`src/rtl/dp_ops_pkg.sv`:
```
// ============================================================================
// Module : dp_ops_pkg
// Brief  : Datapath opcodes, register map and sequencer states for dot products
// Rev    : 1.0
// ============================================================================
`default_nettype none

package dp_ops_pkg;

    typedef enum logic [2:0] {
        NOP   = 3'd0,
        COPY  = 3'd1,
        LOAD1 = 3'd2,
        LOAD2 = 3'd3,
        ADD   = 3'd4,
        SUB   = 3'd5,
        MUL   = 3'd6
    } op_t;

    typedef enum logic [2:0] {
        S_IDLE  = 3'd0,
        S_CLR   = 3'd1,
        S_MUL   = 3'd2,
        S_ADD   = 3'd3,
        S_DONE  = 3'd4,
        S_EIDLE = 3'd5
    } state_t;

    localparam logic [3:0] REG_NONE    = 4'd0;
    localparam logic [3:0] SAMPLE_BASE = 4'd1;
    localparam logic [3:0] ACC         = 4'd5;
    localparam logic [3:0] TMP         = 4'd6;
    localparam logic [3:0] COEFF0_BASE = 4'd7;
    localparam logic [3:0] COEFF1_BASE = 4'd11;

    function automatic logic [3:0] coeff_reg(input logic row, input logic [2:0] k);
        return (row ? COEFF1_BASE : COEFF0_BASE) + {1'b0, k};
    endfunction

    function automatic logic [3:0] sample_reg(input logic [2:0] k);
        return SAMPLE_BASE + {1'b0, k};
    endfunction

endpackage

`default_nettype wire

```
`src/rtl/dot_product_sequencer_tap_counter.sv`:
```
// ============================================================================
// Module : tap_counter
// Brief  : Tap index counter with clear, enable and terminal count
// Rev    : 1.0
// ============================================================================
`default_nettype none

module tap_counter #(
    parameter int NUM_TAPS = 4
) (
    input  logic       clk,
    input  logic       n_reset,
    input  logic       i_clear,
    input  logic       i_en,
    output logic [2:0] o_k,
    output logic       o_tc
);

    localparam logic [2:0] C_LAST = 3'(NUM_TAPS - 1);

    logic [2:0] r_k;

    always_ff @(posedge clk or negedge n_reset) begin
        if (!n_reset) begin
            r_k <= 3'd0;
        end else if (i_clear) begin
            r_k <= 3'd0;
        end else if (i_en) begin
            r_k <= r_k + 3'd1;
        end
    end

    assign o_k  = r_k;
    assign o_tc = (r_k == C_LAST);

endmodule

`default_nettype wire

```
`src/rtl/dot_product_sequencer.sv`:
```
// ============================================================================
// Module : dot_product_sequencer
// Brief  : Drives the shared RF/ALU datapath to compute one dot product per start
// Rev    : 1.0
// ============================================================================
`default_nettype none

module dot_product_sequencer
    import dp_ops_pkg::*;
#(
    parameter int NUM_TAPS = 4
) (
    input  logic       clk,
    input  logic       n_reset,
    input  logic       start,
    input  logic       row_select,
    input  logic       overflow,
    output logic       modwait,
    output logic [2:0] op,
    output logic [3:0] src1,
    output logic [3:0] src2,
    output logic [3:0] dest,
    output logic       clear,
    output logic       cnt_up,
    output logic       done,
    output logic       err
);

    state_t     r_state;
    state_t     w_next;
    logic       r_row;
    logic       r_modwait;
    logic [2:0] w_k;
    logic       w_tc;
    logic       w_cnt_clear;
    logic       w_cnt_en;
    logic       w_accept;
    op_t        w_op;
    logic [3:0] w_src1;
    logic [3:0] w_src2;
    logic [3:0] w_dest;
    logic       w_clear;
    logic       w_cnt_up;
    logic       w_done;
    logic       w_err;

    tap_counter #(
        .NUM_TAPS (NUM_TAPS)
    ) u_tap_counter (
        .clk     (clk),
        .n_reset (n_reset),
        .i_clear (w_cnt_clear),
        .i_en    (w_cnt_en),
        .o_k     (w_k),
        .o_tc    (w_tc)
    );

    // A new job may only be accepted from the three quiescent states
    assign w_accept = start && ((r_state == S_IDLE) || (r_state == S_DONE) ||
                                (r_state == S_EIDLE));

    always_ff @(posedge clk or negedge n_reset) begin
        if (!n_reset) begin
            r_state   <= S_IDLE;
            r_row     <= 1'b0;
            r_modwait <= 1'b0;
        end else begin
            r_state   <= w_next;
            r_modwait <= (w_next == S_CLR) || (w_next == S_MUL) || (w_next == S_ADD);
            if (w_accept) begin
                r_row <= row_select;
            end
        end
    end

    always_comb begin
        w_next      = r_state;
        w_op        = NOP;
        w_src1      = REG_NONE;
        w_src2      = REG_NONE;
        w_dest      = REG_NONE;
        w_clear     = 1'b0;
        w_cnt_up    = 1'b0;
        w_done      = 1'b0;
        w_err       = 1'b0;
        w_cnt_clear = 1'b0;
        w_cnt_en    = 1'b0;

        case (r_state)
            S_IDLE: begin
                if (start) begin
                    w_next      = S_CLR;
                    w_cnt_clear = 1'b1;
                end
            end
            S_CLR: begin
                // acc - acc zeroes the accumulator without a dedicated op
                w_op    = SUB;
                w_dest  = ACC;
                w_src1  = ACC;
                w_src2  = ACC;
                w_clear = 1'b1;
                w_next  = S_MUL;
            end
            S_MUL: begin
                w_op   = MUL;
                w_dest = TMP;
                w_src1 = sample_reg(w_k);
                w_src2 = coeff_reg(r_row, w_k);
                w_next = overflow ? S_EIDLE : S_ADD;
            end
            S_ADD: begin
                w_op   = ADD;
                w_dest = ACC;
                w_src1 = ACC;
                w_src2 = TMP;
                if (overflow) begin
                    w_next = S_EIDLE;
                end else if (w_tc) begin
                    w_next = S_DONE;
                end else begin
                    w_cnt_en = 1'b1;
                    w_next   = S_MUL;
                end
            end
            S_DONE: begin
                w_done   = 1'b1;
                w_cnt_up = 1'b1;
                if (start) begin
                    w_next      = S_CLR;
                    w_cnt_clear = 1'b1;
                end else begin
                    w_next = S_IDLE;
                end
            end
            S_EIDLE: begin
                w_err = 1'b1;
                if (start) begin
                    w_next      = S_CLR;
                    w_cnt_clear = 1'b1;
                end
            end
            default: begin
                w_next = S_IDLE;
            end
        endcase
    end

    assign modwait = r_modwait;
    assign op      = w_op;
    assign src1    = w_src1;
    assign src2    = w_src2;
    assign dest    = w_dest;
    assign clear   = w_clear;
    assign cnt_up  = w_cnt_up;
    assign done    = w_done;
    assign err     = w_err;

endmodule

`default_nettype wire

```
`config.mk`:
```
export PLATFORM = sky130hd
export DESIGN_NAME = dot_product_sequencer
export DESIGN_NICKNAME = d
export VERILOG_FILES = /design/src/rtl/dp_ops_pkg.sv /design/src/rtl/dot_product_sequencer_tap_counter.sv /design/src/rtl/dot_product_sequencer.sv
export SDC_FILE = /design/constraint.sdc
export NUM_CORES = 1
export LEC_CHECK = 0
export CAP_MARGIN = 25
export CORE_MARGIN = 2
export CORE_UTILIZATION = 47
export DETAILED_ROUTE_END_ITERATION = 10
export DONT_BUFFER_PORTS = 1
export PLACE_DENSITY = 0.59
export SLEW_MARGIN = 5
export SYNTH_ARGS = -nofsm -noshare
export SYNTH_HDL_FRONTEND = slang
export SYNTH_SLANG_ARGS = --single-unit
```
`constraint.sdc`:
```
create_clock -name clk -period 1.99 [get_ports clk]
set_clock_uncertainty 0.2 [all_clocks]
set_input_delay 0.2985 -clock clk [delete_from_list [all_inputs] [get_ports clk]]
set_output_delay 0.2985 -clock clk [all_outputs]
set_load 0.01 [all_outputs]
```
==> flow_metrics.env <==
export IMPL_seq_area_um2=201
export IMPL_crit_chain="inv_2, ha_4, o21a_1, or3_1, and3_4"
export IMPL_synth_fa_ha_area_share_pct=7.78
export IMPL_syn_avg_cell_area_um2=8.35
export IMPL_drv_cap=0
export IMPL_critPathArrivalTime_ns=1.50
export IMPL_core_mm2=0.00128
export IMPL_syn2layout_area_growth_pct=27.6
export IMPL_failed_checks="setup timing"
export IMPL_critPathKind="reg -> out"
export IMPL_synthTopCellsByCount="inv_1 (10), dfrtp_1 (8), a21oi_1 (7), nor2_1 (7)"
export IMPL_cts_sinks=8
export IMPL_initialDrtViolationCount=12
export IMPL_synth_enable_flop_cells=0
export IMPL_crit_fanout=2
export IMPL_firstDrtPassIters=4
export IMPL_total_power_mw=1.27
export IMPL_min_period_ns=1.99
export IMPL_cts_root_buf="clkbuf_4"
export IMPL_synth_compound_area_share_pct=19.8
export IMPL_synth_top_family_by_area="simple AND/OR/NAND/NOR gates"
export IMPL_critPathRequiredTime_ns=1.49
export IMPL_clk_pin_slew_ns=0.05
export IMPL_synthCells=77
export IMPL_pre_cts_ws_ns=0.160
export IMPL_fillers=116
export IMPL_p_leak_nw=0.364
export IMPL_ant_nets=0
export IMPL_routed_wirelength_mm=1.45
export IMPL_ys_ff_latch=8
export IMPL_synth_area_top_cells="dfrtp_1 (31%), ha_1 (7.8%), inv_1 (5.8%)"
export IMPL_yosysTopAreaCell="dfrtp_1"
export IMPL_hold_violations=0
export IMPL_fp_dieW_um=41.0
export IMPL_grt_max_degree=14
export IMPL_vias=550
export IMPL_drc=0
export IMPL_place_hpwl_um=991
export IMPL_setup_ws_ns=-0.00400
export IMPL_synth_cell_types=31
export IMPL_drv_slew=0
export IMPL_tritoncts="yes"
export IMPL_start_util_pct=50.0
export IMPL_dieHeight_um=41.0
export IMPL_synthMuxAreaShare_pct=4.86
export IMPL_yosysWarnings=0
export IMPL_grt_overflow=0
export IMPL_hp_class="in -> reg"
export IMPL_groute_usage_overall_pct=18.0
export IMPL_postLayoutCoreUtil_pct=63.9
export IMPL_grt_pass1_vias=449
export IMPL_netlist_area_leader_share_pct=31.1
export IMPL_reg2reg_slack_ns=0.24
export IMPL_fin_nets=96
export IMPL_avgRoutedWirePerCell_um=14.5
export IMPL_multi_input_area_um2=435
export IMPL_antenna_found_initial=0
export IMPL_cts_buffers=3
export IMPL_start_kind="register"
export IMPL_ir_drop_v=0.00101
export IMPL_io_buffers=0
export IMPL_synth_nets=86
export IMPL_clock_tree_buffer_depth=2
export IMPL_grt_pass1_wl_mm=1.88
export IMPL_viasPerCell=5.50
export IMPL_yosys_area_share_simple_pct=22.0
export IMPL_ios=25
export IMPL_yosysMostFrequentCell="inv_1"
export IMPL_row_count=13
export IMPL_fmax_mhz=502
export IMPL_gp_congestion=0.705
export IMPL_finalSetupTns_ns=-0.00400
export IMPL_insertion_delay_ns=0.24
export IMPL_drive_gt1_share_pct=35.3
export IMPL_synth_area_um2=643
export IMPL_synthFlopType="dfrtp_1"
export IMPL_cts_htree_levels=1
export IMPL_async_flop_share_pct=100
export IMPL_powerDensity_mw_per_mm2=1550
export IMPL_die_area_mm2=0.00168
export IMPL_diodes=0
export IMPL_rsz0062_at_grt="yes"
export IMPL_ys_seq_area_share_pct=31.1
export IMPL_period_share_pct=100
export IMPL_crit_path_end_kind="primary output"
export IMPL_max_stage_delay_ns=0.39
export IMPL_finalSetupViolCount=1
export IMPL_synth_xor_area_share_pct=1.36
export IMPL_hold_ws_ns=0.0246
export IMPL_critPathSlowestCell="dfrtp_1"
export IMPL_status="finished with violations"
## final timing paths
path / cells after the start / start / to
setup / recovery: 5 / r_row / src2[3]
hold / removal: 2 / start / r_state[0]
setup reg to reg: 4 / u_tap_counter.o_k[1] / u_tap_counter.o_k[0]
hold reg to reg: 2 / r_row / r_row
max in group asynchronous: 1 / n_reset / r_state[1]
min in group asynchronous: 1 / n_reset / r_row
## power by group
group	internal (mW)	switching (mW)	leakage, nW	total [mW]
logic	0.368	0.464	0.250	0.832
registers	0.226	0.0963	0.100	0.323
clock network	0.0683	0.0453	0.0138	0.114
## logic make-up after synthesis
logic type,Yosys count
flip-flops,8
multiplexers,3
other,1
AO/OA/AOI/OAI,19
adder cells (fa/ha/maj),4
XOR/XNOR,1
buffers and inverters,17
AND/OR/NAND/NOR,24
## state kept, by name, summed over array words and instances (netlist names)
register and cells:
r_row 1, r_state 3, modwait 1, u_tap_counter.o_k 3
## layout by cell type (no fill, tap or decap), drive strengths merged, types with 3 or more instances in the layout
master / Yosys / final
inv: 10 / 10
buf: 7 / 9
dfrtp: 8 / 8
nor2: 7 / 7
a21oi: 7 / 7
nand2b: 5 / 5
o21ai: 4 / 4
ha: 4 / 4
clkbuf: 0 / 3
dlygate4sd3: 0 / 3
nor3: 3 / 3
## routing by layer
| layer | up-vias | GRT usage, % | wire (um) |
|---|---|---|---|
| met5 | - | 0 | 0 |
| met4 | 0 | 5.00 | 0 |
| met3 | 0 | 7.61 | 65 |
| met2 | 12 | 31.6 | 824 |
| met1 | 264 | 19.3 | 563 |
| li1 | 274 | - | - |
## through the flow
stage	std cells	instance area [um^2]
detailed placement	90	657
CTS	100	751
floorplan	77	643
global placement	90	657
finish	100	821
global route	100	821
## layout make-up
type	instances	area share (%)
clock buffer	3	2.74
inverter	10	4.57
multi-input combinational	52	53.0
sequential	8	24.5
tap	15	2.29
timing repair buffer	12	12.8
## worst max-delay path, delay by kind of cell (launching register included)
kind                       cells  cell delay, ns
and+or+nand+nor                2            0.48
DFF                            1            0.39
adders and majority gates      1            0.20
AOI/OAI and AO/OA              1            0.10
buffers and inverters          1            0.07
## repair_timing
item | 4_1_cts | 5_1_grt
hold buffers | 3 | 0
setup endpoints to repair | 2 | 5
pin swaps | 2 | 4
resized for setup | 3 | 13
endpoints found under the hold margin | 10 | 0
buffers inserted | 4 | 0
Note: power is estimated with default switching activity, not from simulation.
